<file path="src/rtl/write_back_ext.sv">
// Write-back stage: registers one retiring instruction per cycle, selects and
// extends its result, suppresses x0 writes and counts retired instructions.
module write_back_ext #(
    parameter int XLEN    = 64,
    parameter int CNT_W   = 64,
    parameter bit ZERO_X0 = 1'b1,
    localparam int AW     = $clog2(XLEN / 8)
) (
    input  logic             i_clk,
    input  logic             i_rst_n,
    input  logic             i_valid,
    input  logic             i_stall,
    input  logic             i_flush,
    output logic             o_ready,
    input  logic [31:0]      i_instruction,
    input  logic             i_reg_write,
    input  logic [1:0]       i_wb_sel,
    input  logic [XLEN-1:0]  i_alu_result,
    input  logic [XLEN-1:0]  i_mem_data,
    input  logic [AW-1:0]    i_mem_addr_lo,
    input  logic [XLEN-1:0]  i_pc_plus4,
    input  logic [XLEN-1:0]  i_imm,
    output logic [4:0]       o_rd_index,
    output logic [XLEN-1:0]  o_rd_data,
    output logic             o_rd_we,
    output logic             o_valid,
    output logic [CNT_W-1:0] o_instret
);

    logic [4:0]       w_rd;
    logic [2:0]       w_f3;
    logic             w_accept;
    logic             w_x0;
    logic [7:0]       w_byte;
    logic [15:0]      w_half;
    logic [XLEN-1:0]  w_lw;
    logic [XLEN-1:0]  w_lwu;
    logic [XLEN-1:0]  w_load;
    logic [XLEN-1:0]  w_result;
    logic             w_unused;

    logic             r_valid;
    logic             r_rd_we;
    logic [4:0]       r_rd_index;
    logic [XLEN-1:0]  r_rd_data;
    logic [CNT_W-1:0] r_instret;

    assign w_rd     = i_instruction[11:7];
    assign w_f3     = i_instruction[14:12];
    assign w_unused = ^{i_instruction[31:15], i_instruction[6:0]};
    assign w_accept = i_valid & ~i_stall & ~i_flush;
    assign w_x0     = ZERO_X0 && (w_rd == 5'd0);
    assign o_ready  = ~i_stall;

    // Offsets are aligned down to the access size by dropping low address bits
    assign w_byte = i_mem_data[{i_mem_addr_lo, 3'b000} +: 8];
    assign w_half = i_mem_data[{i_mem_addr_lo[AW-1:1], 4'b0000} +: 16];

    generate
        if (XLEN == 64) begin : g_x64
            logic [31:0] w_word;
            assign w_word = i_mem_data[{i_mem_addr_lo[AW-1], 5'b00000} +: 32];
            assign w_lw   = {{(XLEN-32){w_word[31]}}, w_word};
            assign w_lwu  = {{(XLEN-32){1'b0}}, w_word};
        end else begin : g_x32
            assign w_lw  = i_mem_data;
            assign w_lwu = i_mem_data;
        end
    endgenerate

    always_comb begin
        w_load = i_mem_data;
        case (w_f3)
            3'b000:  w_load = {{(XLEN-8){w_byte[7]}}, w_byte};
            3'b100:  w_load = {{(XLEN-8){1'b0}}, w_byte};
            3'b001:  w_load = {{(XLEN-16){w_half[15]}}, w_half};
            3'b101:  w_load = {{(XLEN-16){1'b0}}, w_half};
            3'b010:  w_load = w_lw;
            3'b110:  w_load = w_lwu;
            default: w_load = i_mem_data;
        endcase
    end

    always_comb begin
        w_result = i_alu_result;
        case (i_wb_sel)
            2'b00:   w_result = i_alu_result;
            2'b01:   w_result = w_load;
            2'b10:   w_result = i_pc_plus4;
            default: w_result = i_imm;
        endcase
    end

    always_ff @(posedge i_clk or negedge i_rst_n) begin
        if (!i_rst_n) begin
            r_valid    <= 1'b0;
            r_rd_we    <= 1'b0;
            r_rd_index <= 5'd0;
            r_rd_data  <= '0;
            r_instret  <= '0;
        end else begin
            r_valid <= w_accept;
            r_rd_we <= w_accept & i_reg_write & ~w_x0;
            if (w_accept) begin
                r_rd_index <= w_rd;
                r_rd_data  <= w_result;
            end
            // Counts the instruction currently shown on the outputs
            if (r_valid) r_instret <= r_instret + CNT_W'(1);
        end
    end

    assign o_valid    = r_valid;
    assign o_rd_we    = r_rd_we;
    assign o_rd_index = r_rd_index;
    assign o_rd_data  = r_rd_data;
    assign o_instret  = r_instret;

endmodule

</file>
<file path="config.mk">
export PLATFORM = sky130hd
export DESIGN_NAME = write_back_ext
export DESIGN_NICKNAME = d
export VERILOG_FILES = /design/src/rtl/write_back_ext.sv
export SDC_FILE = /design/constraint.sdc
export NUM_CORES = 1
export LEC_CHECK = 0
export CORE_AREA = 2 2 171 173
export DETAILED_ROUTE_END_ITERATION = 7
export DIE_AREA = 0 0 173 175
export GPL_TIMING_DRIVEN = 1
export SYNTH_ARGS = -nofsm -noshare
export SYNTH_HDL_FRONTEND = slang
export SYNTH_SLANG_ARGS = --single-unit
</file>
<file path="constraint.sdc">
create_clock -name i_clk -period 3.1 [get_ports i_clk]
set_input_delay 0.62 -clock i_clk [delete_from_list [all_inputs] [get_ports i_clk]]
set_output_delay 0.62 -clock i_clk [all_outputs]
set_load 0.05 [all_outputs]
</file>
* Word level (Yosys, flattened, before mapping) *
Index checks and enable logic that the tools add are counted.

operators by class
  add/subtract/negate cells = 1
  multiply operators = 0
  divide/modulo/power cells = 0
  order comparisons = 0
  eq/ne operators = 7
  shift operators = 3
  muxes and demuxes = 2
  bitwise logic cells = 7
  reduce and logical (&&, ||, !) cells = 3

operators with widths
  kind                   number
  $pmux 64 s6            1
  $pmux 64 s3            1
  $add 64x1->64 const B  1
  $shiftx 64x7->16       1
  $shiftx 64x7->32       1
  $shiftx 64x7->8        1
  $eq 3x3->1 const B     3
  $logic_not 5->1        1
  $and 1x1->1            4
  $eq 3x1->1 const B     1
  $eq 3x2->1 const B     1
  $logic_not 3->1        1
  $not 1->1              3
  $eq 2x1->1 const B     1
  $eq 2x2->1 const B     1
  $logic_not 2->1        1

word-level totals
  register bits = 135
  bits in latches = 0
  RAM bits = 0
  ROM bits = 0
  input bits = 299
  output and inout bits = 136
  memories = 0

* Logic depth before layout (Yosys ltp) *
  depth after elaboration = 5
  depth in mapped cells = 8
  depth with buffers taken out = 6

* Worst setup path before layout *
OpenSTA, ideal clock, no wires.

  kind = flip-flop to flip-flop
  start point = register r_instret[36] (netlist: o_instret[36])
  end point = register r_instret[60] (netlist: o_instret[60])
  setup time = 80 ps
  arrival = 2,275 ps
  required time = 3,020 ps
  setup slack = 745 ps
  cell stages (with the launch flop) = 7
  buffers on the path = 1
  clock period less this slack = 2,355 ps
  path through = dfrtp_1 -> nand3_1 -> or4_1 -> or3_1 -> buf_4 -> nor4_4 -> xnor2_1

on the way
  longest elaborated chain between the ends = 1

RTL lines
  element                 RTL line  source
  start, declared         46        logic [CNT_W-1:0] r_instret;
  start signal, assigned  109       if (r_valid) r_instret <= r_instret + CNT_W'(1);
  $add 64x1->64           109

No other way between the ends.
A chain may end at the register's enable or synchronous reset.

* Final worst setup path *
  start point = input port i_mem_addr_lo[1]
  end point = register r_rd_data[8] (netlist: o_rd_data[8])

on the way
  longest elaborated chain between the ends = 3
  elaborated cells on any way between the ends = 4
  those cells by class = 2 x shift; 2 x mux

RTL lines
  element                                                     RTL line  source
  start, declared                                             20        input logic [AW-1:0] i_mem_addr_lo,
  $shiftx 64x7->16 / $shiftx 64x7->8 (equally long branches)  57, 56
  $pmux 64 s6 *                                               73        case (w_f3)
  $pmux 64 s3 *                                               86        case (i_wb_sel)
  end signal, assigned                                        106       r_rd_data <= w_result;
  end, declared                                               45        logic [XLEN-1:0] r_rd_data;

Mark *: on every way between the ends. The rest lies on a longest branch, timed or not.

==> results.py <==
metrics = {
    "clock_network": {
        "cts_sinks": 135,
        "cts_setup_buffers": 0,
        "clk_path_buf_depth": 2,
        "cts_made_buffers": 17,
        "clockRootBuffer": "clkbuf_16",
        "hold_buffers": 0,
        "htree_levels": 4,
        "cts_tree": "yes",
        "cts.clk_slew.worst_paths_ps": 60,
        "insertion_delay_ps": 420,
        "ctsResizeCount": 0,
    },
    "die": {
        "dieHeight_um": 175,
        "fp-row-count": 62,
        "initial_core_util_pct": 31.5,
        "dieWidth_um": 173,
        "dieArea_um2": 30300,
        "ios": 435,
        "core-area_um2": 28400,
    },
    "setup_path": {
        "critical_path_class": "in2reg",
        "critPathMaxFanout": 8,
        "r2r_slack_ps": 820,
        "startpoint_type": "input pin",
        "r2r.worst_path.cells": 5,
        "crit_path_end_kind": "flop",
        "r2r_start": "o_instret[36]$_DFFE_PN0P_",
        "crit_arrival_ps": 2890,
        "crit_required_ps": 3450,
        "r2r_end": "o_instret[56]$_DFFE_PN0P_",
    },
    "global_route": {
        "grt_max_degree": 65,
        "antenna_found_initial": 10,
        "grt_pass1_vias": 9680,
        "grt_pass1_wl_mm": 59.0,
        "gr-total-overflow": 0,
        "track_usage_pct": 25.5,
    },
    "outcome": {
        "status": "finished clean",
    },
    "yosys": {
        "synth_top_area_share_pct": 37.8,
        "synth_area_um2": 8930,
        "syn_avg_cell_area_um2": 8.60,
        "synthAdderAreaFrac_pct": 0.140,
        "synthSimpleGateAreaFrac_pct": 18.3,
        "synth_top_family_by_area": "compound AO/OA/AOI/OAI gates",
        "synth_xor_area_share_pct": 6.18,
        "synth_edf_count": 0,
        "synth_fp_nets": 1338,
        "synthMuxAreaShare_pct": 12.7,
        "synth_area_leader_cell": "dfrtp_1",
        "yosysMostFrequentCell": "dfrtp_1",
        "synth_compound_area_share_pct": 20.7,
        "yosysSeqAreaShare_pct": 37.8,
        "synth_cell_types": 53,
        "ys_ff_latch": 135,
        "ys_top_cells_by_area": "dfrtp_1 (38%), mux2i_1 (11%), o21ai_0 (6.9%), nand2_1 (5.0%), nor2_1 (4.0%)",
        "synth_common_cells": "dfrtp_1 (135), o21ai_0 (123), nand2_1 (119)",
        "async_flop_share_pct": 100,
        "synthFlopType": "dfrtp_1",
        "yosys_warnings": 0,
        "synth_cells": 1038,
    },
    "placement": {
        "hpwl_mm": 30.4,
        "postPlaceCellArea_um2": 13500,
        "io_buffers": 410,
        "dp_cells": 1783,
        "place_congestion": 0.914,
        "dp_slack_ps": 123,
    },
    "finish": {
        "nFillCells": 2736,
        "post-route-util_pct": 49.5,
        "nets": 1718,
        "drive_above_1_share_pct": 6.78,
        "final_area_um2": 14100,
        "layoutNonFillerInstCount": 1817,
        "syn_to_final_growth_pct": 57.4,
    },
    "detailed_routing": {
        "dr.pass1.iters": 7,
        "drc": 0,
        "postRouteAntennaNets": 0,
        "post_drt_via_cell_ratio": 5.24,
        "totalWireLength_mm": 39.1,
        "wl_per_cell_um": 21.5,
        "drt_iter0_drc": 646,
        "vias": 9527,
    },
    "pwr": {
        "p_total_mw": 6.41,
        "p_leak_nw": 5.72,
        "peakVddDrop_mv": 0.422,
        "power.density_nw_per_um2": 456,
    },
    "sta": {
        "relSlewSlack_pct": 44.7,
        "hold_violations": 0,
        "min_period_ps": 2550,
        "fmax_mhz": 393,
        "hold_slack_ps": 153,
        "fin_ws_ps": 554,
        "tns_ps": 0,
        "clock_skew_ps": 11.1,
        "worst_slew_pin_slew_ps": 822,
        "grt_setup_unrepaired": "false",
        "finalCritPeriodShare_pct": 82.1,
        "maxSlewViolCount": 0,
        "setup_violations": 0,
    },
    "flow_run": {
        "drv_cap": 0,
    },
    "min_path": {
        "min_path_type": "in2async",
    },
}
-- power by group --
part | internal (mW) | switching (mW)
combinational | 0.909 | 1.37
sequential | 1.96 | 0.138
clock | 1.19 | 0.843
total | 4.06 | 2.35
-- worst max-delay path by stage --
stage,start,end,slack (ps),cells after the start
after floorplan,o_instret[36]$_DFFE_PN0P_,o_instret[60]$_DFFE_PN0P_,750,6
after global placement,i_mem_addr_lo[1],o_rd_data[8]$_DFFE_PN0P_,190,6
after detailed placement,i_mem_addr_lo[1],o_rd_data[8]$_DFFE_PN0P_,120,6
after CTS,i_mem_addr_lo[1],o_rd_data[8]$_DFFE_PN0P_,560,6
after global routing,i_mem_addr_lo[1],o_rd_data[8]$_DFFE_PN0P_,350,6
final,i_mem_addr_lo[1],o_rd_data[8]$_DFFE_PN0P_,550,6
-- cell type report --
class | instances | area, um^2 | area share (%)
Clock inverter | 14 | 148 | 1.05
Multi-Input combinational cell | 811 | 5190 | 36.9
Antenna cell | 3 | 7.51 | 0.0534
Clock buffer | 17 | 425 | 3.03
Inverter | 12 | 46.3 | 0.329
Timing Repair Buffer | 441 | 4380 | 31.2
Tap cell | 384 | 480 | 3.42
Sequential cell | 135 | 3380 | 24.0
-- critical path, cell delays in order --
cell and delay (ps):
clkdlybuf4s50_1 690, mux2i_1 130, a311o_1 380, nor4_2 620, o221ai_1 320, nand2_1 130
-- cell usage in the layout (no fill, tap or decap), types with 27 or more instances in the layout --
cell type / instances
dfrtp_1: 135
xnor2_1: 38
o211ai_1: 48
mux2i_1: 95
o21ai_0: 123
a21oi_1: 61
clkdlybuf4s50_1: 405
nor2_1: 96
nand2_1: 118
buf_4: 27
-- routing by layer --
layer  vias up  track usage (%)  part of all wire (%)
li1       4526                -                     -
met2       392             43.8                    49
met3        64             7.72                   7.9
met4        10             9.15                   3.3
met5         -                0                  0.19
met1      4535             30.2                    40
-- logic make-up (layout without fill, tap and decap cells) --
logic type,count (synthesis),in the layout
other,0,3
xor gates and xnor gates,63,63
DFF,135,135
and+or+nand+nor,334,334
adders and majority gates,1,1
buffers and inverters,92,484
AOI/OAI and AO/OA,304,304
muxes,109,109
-- flip-flops by register name, summed over array words and instances, names as in the netlist --
name and flops:
o_instret 64, o_rd_data 64, o_rd_index 5, o_rd_we 1, o_valid 1
Power figures use the tool's default switching activity.
